## src/rtl/muldiv_pkg.sv

```systemverilog
// Shared types and constants for the HI/LO multiply/divide unit.
package muldiv_pkg;

  typedef enum logic [1:0] {
    OP_MULT  = 2'b00,
    OP_MULTU = 2'b01,
    OP_DIV   = 2'b10,
    OP_DIVU  = 2'b11
  } muldiv_op_t;

  typedef enum logic [1:0] {
    ST_IDLE,
    ST_MUL,
    ST_DIV,
    ST_FIXUP
  } muldiv_state_t;

  // LO after a divide by zero; sliced to WIDTH by the unit.
  localparam logic [63:0] DIV0_LO = '1;

  function automatic logic op_is_signed(input muldiv_op_t op);
    return (op == OP_MULT) || (op == OP_DIV);
  endfunction

endpackage

```

## src/rtl/muldiv_unit_if.sv

```systemverilog
// E/D-stage signal bundle between the pipeline and the multiply/divide unit.
interface muldiv_unit_if #(parameter int WIDTH = 32);
  logic             startE;
  logic [1:0]       opE;
  logic [WIDTH-1:0] srcaE;
  logic [WIDTH-1:0] srcbE;
  logic             mthiE;
  logic             mtloE;
  logic             mdopD;
  logic             mfD;
  logic [WIDTH-1:0] hi;
  logic [WIDTH-1:0] lo;
  logic             busy;
  logic             mdstallD;

  modport master (
    output startE, opE, srcaE, srcbE, mthiE, mtloE, mdopD, mfD,
    input  hi, lo, busy, mdstallD
  );

  modport slave (
    input  startE, opE, srcaE, srcbE, mthiE, mtloE, mdopD, mfD,
    output hi, lo, busy, mdstallD
  );
endinterface

```

## src/rtl/muldiv_step.sv

```systemverilog
// One iteration of the magnitude datapath: shift-add multiply or restoring divide.
module muldiv_step #(
  parameter int WIDTH = 32
) (
  input  logic             mode_div,
  input  logic [WIDTH-1:0] acc,
  input  logic [WIDTH-1:0] qr,
  input  logic [WIDTH-1:0] opnd,
  output logic [WIDTH-1:0] acc_next,
  output logic [WIDTH-1:0] qr_next
);

  logic [WIDTH:0]   sum;
  logic [WIDTH:0]   shifted;
  logic [WIDTH-1:0] diff;

  always_comb begin
    sum      = {1'b0, acc} + (qr[0] ? {1'b0, opnd} : '0);
    shifted  = {acc, qr[WIDTH-1]};
    // Partial remainder stays below the divisor, so a WIDTH-bit difference suffices.
    diff     = shifted[WIDTH-1:0] - opnd;
    acc_next = sum[WIDTH:1];
    qr_next  = {sum[0], qr[WIDTH-1:1]};
    if (mode_div) begin
      if (shifted >= {1'b0, opnd}) begin
        acc_next = diff;
        qr_next  = {qr[WIDTH-2:0], 1'b1};
      end else begin
        acc_next = shifted[WIDTH-1:0];
        qr_next  = {qr[WIDTH-2:0], 1'b0};
      end
    end
  end

endmodule

```

## src/rtl/muldiv_unit.sv

```systemverilog
// Iterative HI/LO multiply/divide unit with D-stage stall request.
// Define MULDIV_FAST_MULT_EN for single-cycle combinational multiplies.
//
// state    | meaning
// ST_IDLE  | waiting; mthi/mtlo writes and op capture
// ST_MUL   | shift-add, one multiplier bit per cycle
// ST_DIV   | restoring subtract, one quotient bit per cycle
// ST_FIXUP | apply signs, write HI/LO
module muldiv_unit
  import muldiv_pkg::*;
#(
  parameter int WIDTH = 32
) (
  input logic          clk,
  input logic          reset,
  muldiv_unit_if.slave md
);

  localparam int CW = $clog2(WIDTH);

  muldiv_state_t      state, state_next;
  muldiv_op_t         op;
  logic [CW-1:0]      cnt;
  logic [WIDTH-1:0]   acc, qr, opnd, hi_q, lo_q;
  logic [WIDTH-1:0]   acc_next, qr_next, abs_a, abs_b, quot_fix, rem_fix;
  logic [2*WIDTH-1:0] prod_raw, prod_fix, fast_prod;
  logic               is_div, res_neg, rem_neg, dz, sgn, fast_mul, start_iter;

  assign op    = muldiv_op_t'(md.opE);
  assign sgn   = op_is_signed(op);
  assign abs_a = (sgn && md.srcaE[WIDTH-1]) ? -md.srcaE : md.srcaE;
  assign abs_b = (sgn && md.srcbE[WIDTH-1]) ? -md.srcbE : md.srcbE;

`ifdef MULDIV_FAST_MULT_EN
  logic [2*WIDTH-1:0] ext_a, ext_b;
  assign ext_a     = {{WIDTH{sgn & md.srcaE[WIDTH-1]}}, md.srcaE};
  assign ext_b     = {{WIDTH{sgn & md.srcbE[WIDTH-1]}}, md.srcbE};
  assign fast_prod = ext_a * ext_b;
  assign fast_mul  = ~md.opE[1];
`else
  assign fast_prod = '0;
  assign fast_mul  = 1'b0;
`endif

  assign start_iter = md.startE && (state == ST_IDLE) && !fast_mul;

  muldiv_step #(.WIDTH(WIDTH)) u_step (
    .mode_div (is_div),
    .acc      (acc),
    .qr       (qr),
    .opnd     (opnd),
    .acc_next (acc_next),
    .qr_next  (qr_next)
  );

  assign prod_raw = {acc, qr};
  assign prod_fix = res_neg ? -prod_raw : prod_raw;
  assign quot_fix = dz ? DIV0_LO[WIDTH-1:0] : (res_neg ? -qr : qr);
  assign rem_fix  = rem_neg ? -acc : acc;

  always_ff @(posedge clk or posedge reset) begin
    if (reset) state <= ST_IDLE;
    else       state <= state_next;
  end

  always_comb begin
    state_next = state;
    unique case (state)
      ST_IDLE:        if (start_iter) state_next = md.opE[1] ? ST_DIV : ST_MUL;
      ST_MUL, ST_DIV: if (cnt == '0) state_next = ST_FIXUP;
      ST_FIXUP:       state_next = ST_IDLE;
      default:        state_next = ST_IDLE;
    endcase
  end

  always_ff @(posedge clk or posedge reset) begin
    if (reset) begin
      cnt     <= '0;
      acc     <= '0;
      qr      <= '0;
      opnd    <= '0;
      hi_q    <= '0;
      lo_q    <= '0;
      is_div  <= 1'b0;
      res_neg <= 1'b0;
      rem_neg <= 1'b0;
      dz      <= 1'b0;
    end else begin
      unique case (state)
        ST_IDLE: begin
          if (start_iter) begin
            acc     <= '0;
            qr      <= abs_a;
            opnd    <= abs_b;
            is_div  <= md.opE[1];
            res_neg <= sgn & (md.srcaE[WIDTH-1] ^ md.srcbE[WIDTH-1]);
            rem_neg <= sgn & md.srcaE[WIDTH-1];
            dz      <= (md.srcbE == '0);
            cnt     <= CW'(WIDTH - 1);
          end else if (md.startE) begin
            hi_q <= fast_prod[2*WIDTH-1:WIDTH];
            lo_q <= fast_prod[WIDTH-1:0];
          end else begin
            if (md.mthiE) hi_q <= md.srcaE;
            if (md.mtloE) lo_q <= md.srcaE;
          end
        end
        ST_MUL, ST_DIV: begin
          acc <= acc_next;
          qr  <= qr_next;
          cnt <= cnt - 1'b1;
        end
        ST_FIXUP: begin
          if (is_div) begin
            hi_q <= rem_fix;
            lo_q <= quot_fix;
          end else begin
            hi_q <= prod_fix[2*WIDTH-1:WIDTH];
            lo_q <= prod_fix[WIDTH-1:0];
          end
        end
        default: ;
      endcase
    end
  end

  assign md.hi       = hi_q;
  assign md.lo       = lo_q;
  assign md.busy     = (state != ST_IDLE);
  // Holds back mf*/md ops in D until E-stage HI/LO traffic has drained.
  assign md.mdstallD = (md.mdopD | md.mfD) & (md.busy | md.startE | md.mthiE | md.mtloE);

endmodule
```

## src/flat_wrapper.sv

```systemverilog
// flat-port wrapper written by rule: the top's interface ports become plain ports
module muldiv_unit_flat import muldiv_pkg::*;
#(
  parameter int WIDTH = 32
)
  (clk, reset, md_startE, md_opE, md_srcaE, md_srcbE, md_mthiE, md_mtloE, md_mdopD, md_mfD, md_hi, md_lo, md_busy, md_mdstallD);
  muldiv_unit_if #(.WIDTH(WIDTH)) md_i ();
  input logic clk;
  input logic reset;
  input wire logic [$bits(md_i.startE)-1:0] md_startE;
  input wire logic [$bits(md_i.opE)-1:0] md_opE;
  input wire logic [$bits(md_i.srcaE)-1:0] md_srcaE;
  input wire logic [$bits(md_i.srcbE)-1:0] md_srcbE;
  input wire logic [$bits(md_i.mthiE)-1:0] md_mthiE;
  input wire logic [$bits(md_i.mtloE)-1:0] md_mtloE;
  input wire logic [$bits(md_i.mdopD)-1:0] md_mdopD;
  input wire logic [$bits(md_i.mfD)-1:0] md_mfD;
  output wire logic [$bits(md_i.hi)-1:0] md_hi;
  output wire logic [$bits(md_i.lo)-1:0] md_lo;
  output wire logic [$bits(md_i.busy)-1:0] md_busy;
  output wire logic [$bits(md_i.mdstallD)-1:0] md_mdstallD;
  assign md_i.startE = md_startE;
  assign md_i.opE = md_opE;
  assign md_i.srcaE = md_srcaE;
  assign md_i.srcbE = md_srcbE;
  assign md_i.mthiE = md_mthiE;
  assign md_i.mtloE = md_mtloE;
  assign md_i.mdopD = md_mdopD;
  assign md_i.mfD = md_mfD;
  assign md_hi = md_i.hi;
  assign md_lo = md_i.lo;
  assign md_busy = md_i.busy;
  assign md_mdstallD = md_i.mdstallD;
  muldiv_unit #(.WIDTH(WIDTH)) u_core (.clk(clk), .reset(reset), .md(md_i));
endmodule
```

## config.mk

```make
export PLATFORM = sky130hd
export DESIGN_NAME = muldiv_unit_flat
export DESIGN_NICKNAME = d
export VERILOG_FILES = /design/src/rtl/muldiv_pkg.sv /design/src/rtl/muldiv_unit_if.sv /design/src/rtl/muldiv_step.sv /design/src/rtl/muldiv_unit.sv /design/src/flat_wrapper.sv
export SDC_FILE = /design/constraint.sdc
export NUM_CORES = 1
export LEC_CHECK = 0
export BUFFER_PORTS_ARGS = -buffer_cell sky130_fd_sc_hd__buf_2
export CAP_MARGIN = 10
export CORE_MARGIN = 2
export CORE_UTILIZATION = 43
export DETAILED_ROUTE_END_ITERATION = 10
export GPL_TIMING_DRIVEN = 0
export PLACE_DENSITY = 0.69
export RECOVER_POWER = 100
export SLEW_MARGIN = 20
export SYNTH_ARGS = -nofsm -noshare
export SYNTH_HDL_FRONTEND = slang
export SYNTH_SLANG_ARGS = --single-unit
export TNS_END_PERCENT = 20
```

## constraint.sdc

```tcl
create_clock -name clk -period 6.14 [get_ports clk]
set_input_delay 0.921 -clock clk [delete_from_list [all_inputs] [get_ports clk]]
set_output_delay 0.921 -clock clk [all_outputs]
set_load 0.05 [all_outputs]
```

* Word level (Yosys, flattened, before mapping)
Cells that the tools add are included.
Operators by class: $add $sub $neg 8, $lt $le $gt $ge 1, equality and inequality tests 9, multiplexer cells 31, bitwise gates (word level) 8, reductions and logical operators 17
Operator list (number):
- 32-bit 2-to-1 mux | 19
- 32-bit case mux with 2 select lines | 4
- 32-bit negation | 4
- 64-bit 2-to-1 mux | 1
- 64-bit negation | 1
- 32-bit by 33-bit adder with 33-bit output | 1
- 33-bit by 32-bit greater-or-equal comparator with 1-bit output | 1
- 32-bit logical NOT | 1
- 32-bit subtractor | 1
- 5-bit case mux with 2 select lines | 1
- 2-bit equality test, second input constant | 3
- 2-bit 2-to-1 mux | 3
- 3-bit inequality test, second input constant | 2
- 2-bit case mux with 3 select lines | 1
- 2-bit AND reduction | 3
- 3-bit AND reduction | 2
- 2-bit nonzero test | 3
- 5-bit logical NOT | 1
- 5-bit 2-to-1 mux | 1
- 5-bit by 1-bit subtractor with 5-bit output, second input constant | 1
- 2-bit logical NOT | 2
- 2-bit by 1-bit inequality test with 1-bit output, second input constant | 2
- 1-bit bitwise OR | 4
- 1-bit AND | 3
- other kinds (7) | 9
Word-level totals: bits in registers 171, input bits 73, output and inout port bits 66, word-level logic and storage cells 85

* Longest topological paths before layout
depth after elaboration 6, depth in mapped cells 14, depth with buffers taken out 13

* Hierarchy
A second synthesis with hierarchy kept.
Unflattened totals: cells, all modules 1933, area total of the unflattened synthesis 15424.8 um^2
By module, submodules not included:
- muldiv_unit | times used 1, cells an instance 1245, area an instance 10657.7 um^2
- muldiv_step | times used 1, cells an instance 688, area an instance 4767.1 um^2

* Worst setup path after synthesis
No wires, ideal clock.
kind flip-flop to flip-flop, start point reg u_core.qr[0], end point reg u_core.acc[24], arrival time 3.287 ns, data required time 6.000 ns, setup slack 2.713 ns, stages on the path, launching flop included 14, path buffers 1, clock period less this slack 3.427 ns, path through dfrtp_1 > inv_1 > clkbuf_1 > nor2_1 > ha_1 > a21oi_1 > o21ai_0 > a2111oi_0 > nor2_1 > a2111oi_0 > o21ai_0 > a41oi_1 > mux2i_1 > o2111ai_1
Between the ends: cells in the longest elaborated chain, start to end 4
RTL lines:
- start: declaration | line muldiv_unit.sv:24 | logic [WIDTH-1:0] acc, qr, opnd, hi_q, lo_q;
- start signal: assignment | line muldiv_unit.sv:93 | qr <= abs_a;
- start signal: assignment | line muldiv_unit.sv:110 | qr <= qr_next;
- 32-bit 2-to-1 mux | line muldiv_step.sv:18 | sum = {1'b0, acc} + (qr[0] ? {1'b0, opnd} : '0);
- 32-bit by 33-bit adder with 33-bit output | line muldiv_step.sv:18
- 32-bit 2-to-1 mux | line muldiv_step.sv:24 | if (mode_div) begin
- 32-bit case mux with 2 select lines | line muldiv_unit.sv:89 | unique case (state)
- end signal: assignment | line muldiv_unit.sv:109 | acc <= acc_next;
- end: declaration | line muldiv_unit.sv:24
No other way between the ends. A chain may end at the register's enable or synchronous reset.

* Worst setup path after layout
start point reg u_core.acc[1], end point reg u_core.acc[26]
Between the ends: cells in the longest elaborated chain, start to end 4, elaborated cells between the ends (all ways) 6, those cells by class add/sub (2); order compare (1); mux (3)
RTL lines:
- 32-bit subtractor / 33-bit by 32-bit greater-or-equal comparator with 1-bit output (equally long branches) | line muldiv_step.sv:21, muldiv_step.sv:25
- 32-bit 2-to-1 mux | line muldiv_step.sv:25 | if (shifted >= {1'b0, opnd}) begin
- 32-bit 2-to-1 mux * | line muldiv_step.sv:24
- 32-bit case mux with 2 select lines * | line muldiv_unit.sv:89
Every way passes the cells marked *; elsewhere a longest branch is shown, timed or not.

==> summary.txt <==
GRT
  • GRT Util Overall: 29.5%
  • Global route overflow: 0
  • Initial antenna violation count: 2
  • Number of global-route vias before repair: 13700
  • Largest net degree at the start of global routing: 94
  • First-pass GRT wire length: 78.4 mm

Timing
  • Slew @ Worst Pin: between 3 and 4 ns
  • Fmax: ~200 MHz
  • Setup_tns: 0 ns
  • Slew headroom: -151%
  • Final slew viol count: 93
  • Count of final setup violators: 0
  • Final period util: 83.0%
  • Hold Vio Cnt, Final: 0
  • Setup Skew: about 0.014 ns
  • RSZ-0062 raised after global routing: false
  • Crit path time final: 5.10 ns

Worst setup path
  • Endpoint class of the critical path: flop
  • CP max stage delay: 0.87 ns
  • Crit-path max FO: 10
  • Setup CP Type: flop to flop
  • WP data required: 6.47 ns
  • CP Launch Type: flop
  • Crit-path most repeated cell: o21ai_0
  • CP Cell Sequence: ha_1, and3_1, o21ai_0, a2111oi_0, nor2_1, o31ai_1, a21o_1, clkbuf_1, nand3_1, o21ai_0
  • Slowest-stage cell, CP: o31ai_1
  • Worst Path Arrival: ~5.4 ns

Logic synthesis
  • Cell taking the most area after synthesis: dfrtp_1
  • Top-count cell post-synth: nand2_1
  • Number of enable flip-flop cells after synthesis: 0
  • Top area cells in the synthesized netlist: dfrtp_1, o21ai_0, ha_1, nand2_1, xnor2_1
  • Mapped Nets: 1961
  • Ys async rst share: 100%
  • Top_reg_cell synth: dfrtp_1
  • Seq/Total Area, Yosys: 30.1%
  • Post-synthesis cell area: 0.0142 mm²
  • Synth Warn #: 0
  • Yosys top cell area share: 30.1%
  • Mean area per synthesized cell: 7.83 µm²
  • FF+latch count, synth: approximately 170
  • Top cells by count, synth: nand2_1, o21ai_0, dfrtp_1
  • Unique masters post-synth: 78
  • Syn Inst Count: approximately 1800

Finish
  • Fin nets: approximately 2100
  • Diodes inserted: 0
  • Layout cells sized above 1: 6.45%
  • Multi-input gate area in the final layout: between 0.009 and 0.01 mm²
  • Design Area, Final: 0.0159 mm²
  • Register Area: 0.00428 mm²
  • Area growth, synth to finish: 12.1%
  • Number of fill cells: 3334
  • Post-Route Utilization: 48.9%
  • Non-filler cells, final: 2427

Clock network
  • Clk root buf: clkbuf_16
  • CTS H-Tree Depth: 4
  • Clock sinks: 171
  • Worst-case clock buffer depth: 2
  • Clk slew on worst S/H paths: 0.07 ns
  • # hold bufs at CTS: 0
  • Post-CTS Setup Bufs: 0
  • CTS buffer count: 17
  • Clock latency at the later pin of the worst-skew pair: 0.45 ns
  • CTS tree: built
  • Post-cts sizing count: 0

Outcome
  • Failing checks: max-capacitance violations, max-slew violations
  • Status: finished, violations left

Routing
  • Iter 0 DRT Violations: 1467
  • DRC errors left: 0
  • Post-route ant nets: 0
  • WL final: between 50 and 60 mm
  • DRT Pass-1 Iters: 6
  • Vias per cell: 6.07
  • Vias: about 15000
  • DR WL/cell: approximately 21 µm

Floorplanning
  • Die area: approximately 0.034 mm²
  • Die W: 186 µm
  • Initial core utilization: a little over two fifths
  • Row count: 66
  • Core ar.: 0.0325 mm²
  • Die Y: 186 µm
  • Io pins: between 100 and 150

Place
  • RD Place Congestion: 0.957
  • Hpwl dp: 39.9 mm
  • Placed cell areas: 0.0155 mm²
  • Placed Cells: 2395
  • Port Buffer Count: between 100 and 150

Job
  • Max Cap Viol: 1

Hold path
  • Hold WC Path Type: flop to flop
cells in the final DEF, fill, tap and decap left out, types with 10 or more instances in the layout:
master       n
a211oi_1    13
nand2b_1    18
nand2_1    240
nor2b_1     11
dfrtp_1    171
o221ai_1    11
o21a_1      10
o21ai_0    227
a31oi_1     18
nor4_1      20
buf_2       70
nand4_1     15
o211ai_1    13
a21o_1      34
ha_1        72
xor2_1      78
o31ai_1     26
nand3_1     16
and3_1      27
nor3_1      31
or3_1       16
inv_1       74
clkbuf_16   17
mux2i_1     36
nor2_1     141
xnor2_1     90
clkbuf_1   159
a21oi_1    145
a22oi_1     38
o41ai_1     12
critical path: cells and delay by family (launching register included):
| kind | cells | cell delay [ns] |
|---|---|---|
| AO/OA/AOI/OAI | 5 | 2.51 |
| adder cells (fa/ha/maj) | 1 | 0.45 |
| buffers and inverters | 1 | 0.59 |
| flip-flops | 1 | 0.53 |
| AND/OR/NAND/NOR | 3 | 0.91 |
per-layer routing:
layer | track usage [%] | vias up | wire length, µm
li1 | - | 6837 | -
met3 | 5.54 | 107 | 5050
met2 | 44.5 | 794 | 21400
met4 | 12.0 | 2 | 1900
met5 | 0 | - | 18
met1 | 41.4 | 6992 | 22400
final cells by class:
class                      instances  area share, %
buffer                           101           2.53
clock buffer                      20           2.93
clock inverter                    12          0.574
inverter                          74           1.75
multi-input combinational       1468           57.9
sequential                       171           26.9
tap                              442           3.48
timing repair buffer             139           3.97
registers in the layout, indices dropped and copies added, names as in the netlist:
| name | flops |
|---|---|
| u_core.is_div | 1 |
| u_core.md.hi | 32 |
| u_core.cnt | 5 |
| u_core.dz | 1 |
| u_core.res_neg | 1 |
| u_core.md.lo | 32 |
| u_core.rem_neg | 1 |
| u_core.acc | 32 |
| u_core.opnd | 32 |
| u_core.state | 2 |
| u_core.qr | 32 |
path summary, 6_finish.rpt:
kind	from	endpoint	slack [ns]	cells past startpoint
hold / removal	u_core.md.lo[0]$_DFFE_PP0P_	u_core.md.lo[0]$_DFFE_PP0P_	0.48	2
hold reg to reg	u_core.md.lo[0]$_DFFE_PP0P_	u_core.md.lo[0]$_DFFE_PP0P_	0.48	2
min in group asynchronous	reset	u_core.cnt[1]$_DFFE_PP0P_	1.88	2
max in group asynchronous	reset	u_core.opnd[25]$_DFFE_PP0P_	2.15	2
setup / recovery	u_core.acc[1]$_DFFE_PP0P_	u_core.acc[26]$_DFFE_PP0P_	1.04	10
setup reg to reg	u_core.acc[1]$_DFFE_PP0P_	u_core.acc[26]$_DFFE_PP0P_	1.04	10
cell families (layout without fill, tap and decap cells):
family	count (synthesis)	count (layout)	synth area share (%)
muxes	41	41	2.93
buffers and inverters	175	346	4.80
and+or+nand+nor	577	577	18.8
adders and majority gates	74	74	6.62
AOI/OAI and AO/OA	608	608	26.3
xor gates and xnor gates	168	168	10.4
DFF	171	171	30.1
metrics by stage:
| stage | setup slack (ns) | hold slack, ns |
|---|---|---|
| global route | 0.664 | 0.504 |
| detailed placement | 1.54 | 0.465 |
| finish | 1.04 | 0.482 |
| CTS | 1.50 | 0.480 |
| floorplan | 0.587 | 0.450 |
| global placement | -1.58 | 0.459 |
Power is left out: the tool's default activity adds up to more than one toggle a clock period on the data nets, which glitch-free logic cannot reach.
